$ cat src/rtl/serial_pkg.sv
// Shared definitions for the serial bit-link transmitter and receiver.
// Holds the FSM state encoding and a width helper for the bit counters.
package serial_pkg;

  localparam logic ST_IDLE  = 1'b0;
  localparam logic ST_SHIFT = 1'b1;

  // Bits needed to hold the values 0..v-1; at least 1 for v >= 2.
  function automatic int clog2(input int v);
    int r;
    r = 0;
    for (int i = 0; i < 31; i++) begin
      if (((v - 1) >> i) != 0) r = i + 1;
    end
    return r;
  endfunction

endpackage

$ cat src/rtl/serial_bit_counter.sv
// Bit-position counter for a WIDTH-bit serial word: clr wins over en and
// counting holds at WIDTH-1; no internal latency, last decodes directly from cnt.
module serial_bit_counter
  import serial_pkg::*;
#(
  parameter int WIDTH = 4,
  localparam int CW = clog2(WIDTH)
) (
  input  logic          clk,
  input  logic          rst,
  input  logic          clr,
  input  logic          en,
  output logic [CW-1:0] cnt,
  output logic          last
);

  assign last = (cnt == CW'(WIDTH - 1));

  always_ff @(posedge clk or posedge rst) begin
    if (rst) begin
      cnt <= '0;
    end else if (clr) begin
      cnt <= '0;
    end else if (en && !last) begin
      cnt <= cnt + 1'b1;
    end
  end

endmodule

$ cat src/rtl/piso_serial_tx.sv
// Parallel-in/serial-out transmitter: first bit on q the cycle after accept.
// din_ready only in IDLE or on a word's last bit, so back-to-back words have no gap.
module piso_serial_tx
  import serial_pkg::*;
#(
  parameter int WIDTH     = 4,
  parameter bit MSB_FIRST = 1'b1
) (
  input  logic             clk,
  input  logic             rst,
  input  logic [WIDTH-1:0] din,
  input  logic             din_valid,
  output logic             din_ready,
  output logic             q,
  output logic             q_valid,
  output logic             q_first,
  output logic             busy,
  output logic             done
);

  localparam int CW = clog2(WIDTH);

  logic             state;
  logic [WIDTH-1:0] shift_reg;
  logic [WIDTH-1:0] shifted;
  logic [CW-1:0]    bit_cnt;
  logic             last;
  logic             in_shift;
  logic             accept;
  logic             head;

  assign in_shift  = (state == ST_SHIFT);
  assign din_ready = !in_shift || last;
  assign accept    = din_valid && din_ready;

  // The bit leaving next always sits at the output end; refill with zeros.
  assign shifted = MSB_FIRST ? {shift_reg[WIDTH-2:0], 1'b0}
                             : {1'b0, shift_reg[WIDTH-1:1]};
  assign head    = MSB_FIRST ? shift_reg[WIDTH-1] : shift_reg[0];

  serial_bit_counter #(
    .WIDTH(WIDTH)
  ) u_bit_counter (
    .clk (clk),
    .rst (rst),
    .clr (accept || (in_shift && last)),
    .en  (in_shift),
    .cnt (bit_cnt),
    .last(last)
  );

  always_ff @(posedge clk or posedge rst) begin
    if (rst) begin
      state     <= ST_IDLE;
      shift_reg <= '0;
    end else if (accept) begin
      state     <= ST_SHIFT;
      shift_reg <= din;
    end else if (in_shift) begin
      shift_reg <= shifted;
      if (last) state <= ST_IDLE;
    end
  end

  // Outputs decode from registered state only, so reset clears them at once.
  assign q_valid = in_shift;
  assign busy    = in_shift;
  assign q       = in_shift && head;
  assign q_first = in_shift && (bit_cnt == '0);
  assign done    = in_shift && last;

endmodule

$ cat config.mk
export PLATFORM = sky130hd
export DESIGN_NAME = piso_serial_tx
export DESIGN_NICKNAME = d
export VERILOG_FILES = /design/src/rtl/serial_pkg.sv /design/src/rtl/serial_bit_counter.sv /design/src/rtl/piso_serial_tx.sv
export SDC_FILE = /design/constraint.sdc
export NUM_CORES = 1
export LEC_CHECK = 0
export CORE_AREA = 2 2 39 41
export CTS_CLUSTER_SIZE = 28
export DETAILED_ROUTE_END_ITERATION = 12
export DIE_AREA = 0 0 41 43
export PLACE_DENSITY = 0.58
export SETUP_SLACK_MARGIN = 0.2
export SLEW_MARGIN = 20
export SYNTH_ARGS = -nofsm -noshare
export SYNTH_HDL_FRONTEND = slang
export SYNTH_SLANG_ARGS = --single-unit
$ cat constraint.sdc
create_clock -name clk -period 1.1 [get_ports clk]
set_input_delay 0.11 -clock clk [delete_from_list [all_inputs] [get_ports clk]]
set_output_delay 0.11 -clock clk [all_outputs]
set_load 0.02 [all_outputs]
==> flow_summary.json, run 1 <==
{
  "fin_hold_ws_ns": 0.0763,
  "cts-root-buf": "clkbuf_4",
  "clk-insertion-delay-late_ns": 0.26,
  "crit-reg2reg-capture": "shift_reg[2]$_DFFE_PP0P_",
  "post_drt_via_cell_ratio": 4.75,
  "grt_setup_unrepaired": "yes",
  "detail_route.wl_per_cell_um": 11.5,
  "path_cells": "inv_2, ha_2, and2_4, buf_6",
  "dp_cells": 73,
  "dr.first_iter.drc_count": 4,
  "cts_max_level": 1,
  "globalplace.congestion": 0.699,
  "critPathKind": "flop to output pin",
  "synthAdderAreaFrac_pct": 6.17,
  "netlist_instances": 40,
  "cts-buffers-inserted": 3,
  "rr_startpoint": "u_bit_counter.cnt[0]$_DFFE_PP0P_",
  "timing.hold.worst.class": "input pin to async pin",
  "coreArea_um2": 1380,
  "ys.warnings.count": 0,
  "rrSetupSlack_ns": -0.12,
  "main_combinational_cell_family_by_area_after_synthesis": "simple AND/OR/NAND/NOR gates",
  "num_io_pins": 13,
  "n_antenna_cell": 0,
  "mapped_avg_cell_area_um2": 10.1,
  "post_synth_and_or_nand_nor_area_fraction_pct": 19.8,
  "post-route-drc-count": 0,
  "routed_wirelength_um": 977,
  "syn2layout_area_growth_pct": 89.8,
  "crit_required_ns": 0.99,
  "chipWidth_um": 41,
  "fmax_mhz": 804,
  "mostFrequentLayoutCells": "15 x buf_6, 6 x clkdlybuf4s50_1, 6 x buf_4, 6 x dfrtp_1",
  "final_hold_viol_count": 0,
  "leakagePower_nw": 0.365,
  "clock-sinks": 7,
  "groute.usage.overall_pct": 14.6,
  "first_global_vias": 405,
  "worst_path_largest_cell_delay_ns": 0.41,
  "synth-xor-area-share_pct": 0,
  "drt_first_pass_iters": 4,
  "initial_cell_density_of_the_core_pct": 29.3,
  "layout_worst_path_cycle_share_pct": 113,
  "tightestPinTransition_ns": 0.261,
  "post-dp-hpwl_um": 639,
  "violations": "negative setup slack",
  "detail-route-antenna-nets": 0,
  "critPathMaxFanout": 2,
  "max_cap_viol_count": 0,
  "cp_data_arrival_time_ns": 1.13,
  "io_buffers": 12,
  "synthesis.area_um2": 405,
  "critical-path-slowest-cell": "dfrtp_1",
  "final_critical_path_setup_slack_ns": -0.144,
  "vdd.ir_drop.worst_mv": 1.27,
  "r2r.worst_path.cells": 5,
  "tritoncts": "yes",
  "period_minus_slack_ns": 1.24,
  "floorplan.die.height_um": 43,
  "final-max-slew-violation-count": 0,
  "power_per_cell_area_nw_per_um2": 2730,
  "num-fill-cells": 128,
  "fin_skew_ns": 0.00478,
  "setup-tns-final_ns": -1.10,
  "design.final.nets": 79,
  "yosys.cell_types.count": 19,
  "syn_nets": 49,
  "run_status": "finished, violations left",
  "cts.clk_slew.worst_paths_ns": 0.05,
  "global_route.overflow_total": 0,
  "worst_slew_margin_rel_pct": 82.6,
  "multiplexer_area_fraction_after_synthesis_pct": 7.41,
  "grt_pass1_wl_mm": 1.62,
  "antenna_found_initial": 0,
  "vias": 404,
  "design.die.area_um2": 1760,
  "grt_start_max_net_pins": 8,
  "placementRows": 14,
  "critical_path.startpoint_type": "flop",
  "yosys_register_bits": 7,
  "synth-compound-area-share_pct": 12.3,
  "setup_viol": 12,
  "largest_register_ffs": 4,
  "yosysSeqAreaShare_pct": 43.2,
  "fin_cells": 85,
  "crit_path_end_kind": "output pin",
  "commonest_non_fill_non_tap_cell_in_the_layout": "buf_6",
  "post_route_cells_drive_above_1_share_pct": 56.5,
  "cts-root-to-sink-buffers": 2
}
-- how the worst max path moves through the flow --
stage / slack, ns / endpoint / cells past startpoint / startpoint
3_3_place_gp: -0.33 / q_first / 4 / u_bit_counter.cnt[0]$_DFFE_PP0P_
2_1_floorplan: -0.01 / shift_reg[2]$_DFFE_PP0P_ / 4 / u_bit_counter.cnt[0]$_DFFE_PP0P_
5_1_grt: -0.18 / q_first / 4 / u_bit_counter.cnt[1]$_DFFE_PP0P_
6_report: -0.14 / q_first / 4 / u_bit_counter.cnt[1]$_DFFE_PP0P_
3_5_place_dp: -0.34 / q_first / 4 / u_bit_counter.cnt[0]$_DFFE_PP0P_
4_1_cts: -0.16 / q_first / 4 / u_bit_counter.cnt[0]$_DFFE_PP0P_
-- worst max-delay path, delay by kind of cell (launching register included) --
family / cells / cell delay (ns)
buf+inv: 2 / 0.18
fa+ha+maj: 1 / 0.16
simple gates: 1 / 0.13
flops: 1 / 0.41
-- Yosys cell counts, drive strengths merged --
cell    number  area (um^2)
nand3        2         10.0
o21ai        4         20.0
a32oi        1         8.76
and2         3         18.8
a31oi        2         12.5
ha           2         25.0
nand2b       2         22.5
mux2i        3         30.0
dfrtp        7          175
inv          4         15.0
nand2        3         11.3
and3         2         13.8
o32ai        1         8.76
buf          3         30.0
nor2         1         3.75
-- power by group --
| part | switching (mW) | total (mW) | leakage, nW | internal (mW) |
|---|---|---|---|---|
| clock network | 0.0969 | 0.235 | 0.0150 | 0.139 |
| logic | 0.554 | 1.40 | 0.263 | 0.849 |
| registers | 0.0962 | 0.461 | 0.0867 | 0.364 |
-- cell type report --
cell class              instances  area [um^2]  share of cell area, %
multi-input cells              26          238                   30.9
repair buffers                 28          294                   38.2
well taps                      16         20.0                   2.60
flip-flops and latches          7          176                   22.9
inverters                       4         15.0                   1.95
clock buffers                   4         26.3                   3.41
-- kinds of logic after synthesis --
logic type               count (synthesis)
AND/OR/NAND/NOR                         13
flip-flops                               7
adder cells (fa/ha/maj)                  2
AO/OA/AOI/OAI                            8
buffers and inverters                    7
multiplexers                             3
-- per-stage QoR --
stage / util, % / total power, mW / area (um^2) / worst slack [ns]
2_1_floorplan: - / 0.994 / 429 / -0.0104
3_3_place_gp: 43.3 / 1.34 / 599 / -0.333
3_5_place_dp: 43.3 / 1.37 / 599 / -0.344
4_1_cts: 53.1 / 1.99 / 734 / -0.157
5_1_grt: 55.6 / 2.24 / 769 / -0.182
6_report: 55.6 / 2.10 / 769 / -0.144
-- what timing repair did --
item | in CTS | in global routing
endpoints found under the hold margin | 0 | 0
pin swaps | 7 | 4
buffers inserted | 6 | 2
hold buffers | 0 | 0
resized for setup | 50 | 5
cloned | 0 | 0
endpoints found under the setup margin | 13 | 13
-- routing by layer --
metal / wire length, um / share of wire (%) / track usage (%)
met1: 372 / 38 / 15.2
met2: 516 / 53 / 22.2
met3: 64 / 6.6 / 6.28
met4: 25 / 2.6 / 10.0
met5: 0 / 0 / 0
No activity file was read; power rests on OpenSTA's default activity.
==> inputs of run 2 (changes only) <==
--- a/config.mk
+++ b/config.mk
@@ -6,6 +6,7 @@
 export NUM_CORES = 1
 export LEC_CHECK = 0
 export CORE_AREA = 2 2 39 41
+export CTS_BUF_LIST = sky130_fd_sc_hd__clkbuf_4 sky130_fd_sc_hd__clkbuf_8 sky130_fd_sc_hd__clkbuf_16
 export CTS_CLUSTER_SIZE = 28
 export DETAILED_ROUTE_END_ITERATION = 12
 export DIE_AREA = 0 0 41 43
==> run 2 against run 1 <==
The flow still finishes with violations (negative setup slack). Final cell count did not move. Routed wire length fell by 1.9%. Register-to-register slack barely moved. Global-route usage fell by 0.20 points. Design area rose by 0.49%. Fmax fell by 0.26%. Combinational power barely moved. First-iteration DRC count rose by 75%. Via count fell by 0.99%. Critical path type unchanged. Largest power group unchanged. Non-clock buffer count did not move. Die area did not move. Largest cell class unchanged.
==> flow_summary.json, run 2 (synthesis gave the netlist of run 1 again) <==
{
  "run_status": "finished, violations left",
  "violations": "negative setup slack",
  "final_critical_path_setup_slack_ns": -0.147,
  "final-max-slew-violation-count": 0,
  "commonest_non_fill_non_tap_cell_in_the_layout": "buf_6",
  "post-dp-hpwl_um": 639,
  "cts-buffers-inserted": 3,
  "detail-route-antenna-nets": 0,
  "period_minus_slack_ns": 1.25,
  "n_antenna_cell": 0,
  "crit_path_end_kind": "output pin",
  "design.final.nets": 79,
  "multi_input_area_um2": 238,
  "vias": 400,
  "crit_required_ns": 0.99,
  "post_route_cells_drive_above_1_share_pct": 58.0,
  "num_io_pins": 13,
  "timing.hold.worst.class": "input pin to async pin",
  "largest_register_ffs": 4,
  "groute.usage.overall_pct": 14.4,
  "final_instance_area_um2": 773,
  "net-switching-power_uw": 746,
  "drt_first_pass_iters": 4,
  "initial_cell_density_of_the_core_pct": 29.3,
  "critical-path-slowest-cell": "dfrtp_1",
  "antenna_found_initial": 0,
  "final_hold_viol_count": 0,
  "grt_start_max_net_pins": 8,
  "clock-sinks": 7,
  "global_route.overflow_total": 0,
  "combPwrFrac_pct": 66.0,
  "layout_worst_path_cycle_share_pct": 113,
  "placementRows": 14,
  "worst_slew_margin_rel_pct": 82.9,
  "clk-insertion-delay-late_ns": 0.26,
  "cp_data_arrival_time_ns": 1.14,
  "cts_max_level": 1,
  "max_cap_viol_count": 0,
  "coreArea_um2": 1380,
  "post-route-drc-count": 0,
  "grt_pass1_wl_mm": 1.59,
  "mostFrequentLayoutCells": "15 x buf_6, 6 x clkdlybuf4s50_1, 6 x buf_4, 6 x dfrtp_1, 4 x clkbuf_4",
  "routed_wirelength_um": 958,
  "floorplan.die.height_um": 43,
  "syn2layout_area_growth_pct": 90.7,
  "register_area_um2": 176,
  "dpl_cell_area_um2": 599,
  "internal_power_mw": 1.38,
  "io_buffers": 12,
  "share_clk_of_total_power_pct": 12.3,
  "post_drt_via_cell_ratio": 4.71,
  "chipWidth_um": 41,
  "fin_skew_ns": 0.00718,
  "dpl_worst_slack_ns": -0.344,
  "cts-root-buf": "clkbuf_4",
  "p_total_mw": 2.12,
  "path_cells": "inv_2, ha_2, and2_4, buf_6",
  "critPathMaxFanout": 2,
  "tritoncts": "yes",
  "cts-root-to-sink-buffers": 2,
  "detail_route.wl_per_cell_um": 11.3,
  "worst_path_largest_cell_delay_ns": 0.41,
  "switching_share_pct": 35.2,
  "postLayoutCoreUtil_pct": 55.9,
  "vdd.ir_drop.worst_mv": 1.22,
  "power_per_cell_area_nw_per_um2": 2750,
  "critical_path.startpoint_type": "flop",
  "share_seq_of_total_power_pct": 21.7,
  "leakagePower_nw": 0.368,
  "fmax_mhz": 802,
  "critPathKind": "flop to output pin",
  "tightestPinTransition_ns": 0.256,
  "globalplace.congestion": 0.699,
  "num-fill-cells": 125,
  "grt_setup_unrepaired": "yes",
  "fin_hold_ws_ns": 0.0722,
  "cts.clk_slew.worst_paths_ns": 0.05,
  "first_global_vias": 387,
  "design.die.area_um2": 1760,
  "dr.first_iter.drc_count": 7,
  "setup_viol": 12,
  "post_cts_hold_buffer_count": 0
}
==> run 2: cell count changes in the layout (fill, tap and decap cells not counted) <==
cell | previous run | this run
clkbuf_1 | 1 | 0
clkbuf_4 | 3 | 4
==> run 2: final timing paths <==
path / start / endpoint / slack, ns / cells after the start
hold / removal: rst / u_bit_counter.cnt[1]$_DFFE_PP0P_ / 0.07 / 2
setup reg to reg: u_bit_counter.cnt[0]$_DFFE_PP0P_ / shift_reg[2]$_DFFE_PP0P_ / -0.11 / 5
min in group clk: din[0] / shift_reg[0]$_DFFE_PP0P_ / 0.47 / 3
setup / recovery: u_bit_counter.cnt[1]$_DFFE_PP0P_ / q_first / -0.15 / 4
max in group asynchronous: rst / busy$_DFF_PP0_ / 0.80 / 2
hold reg to reg: shift_reg[1]$_DFFE_PP0P_ / shift_reg[2]$_DFFE_PP0P_ / 0.50 / 2
==> run 2: critical path, delay by kind of cell, from the launching register on <==
kind / cells / cell delay (ns)
fa+ha+maj: 1 / 0.16
buf+inv: 2 / 0.18
flops: 1 / 0.41
simple gates: 1 / 0.13
==> run 2: area by class of cell <==
class | count | share of cell area (%)
repair buffers | 28 | 38.0
well taps | 16 | 2.59
flip-flops and latches | 7 | 22.8
clock buffers | 4 | 3.88
multi-input cells | 26 | 30.7
inverters | 4 | 1.94
==> run 2: stage by stage <==
step	std cells	setup TNS (ns)
detailed placement	73	-1.86
global route	85	-1.63
CTS	83	-1.07
global placement	73	-1.83
floorplan	40	-0.0104
finish	85	-1.09
==> run 2: power by group through the flow <==
stage               Sequential (mW)  Combinational [mW]  Clock, mW
global route                  0.470                1.50      0.294
floorplan                     0.461               0.533          0
detailed placement            0.472               0.895          0
finish                        0.460                1.40      0.262
CTS                           0.454                1.29      0.270
global placement              0.467               0.874          0
==> run 2: timing repair <==
action / CTS / global route
setup buffers: 6 / 2
pin swaps: 7 / 4
resized for setup: 50 / 5
hold endpoints to repair: 0 / 0
endpoints found under the setup margin: 13 / 13
==> run 2: per-layer routing <==
metal	routed length, um	global-route usage (%)	vias up
li1	-	-	196
met4	25	10.0	0
met5	0	0	-
met2	497	21.3	18
met1	371	15.5	182
met3	64	6.28	4
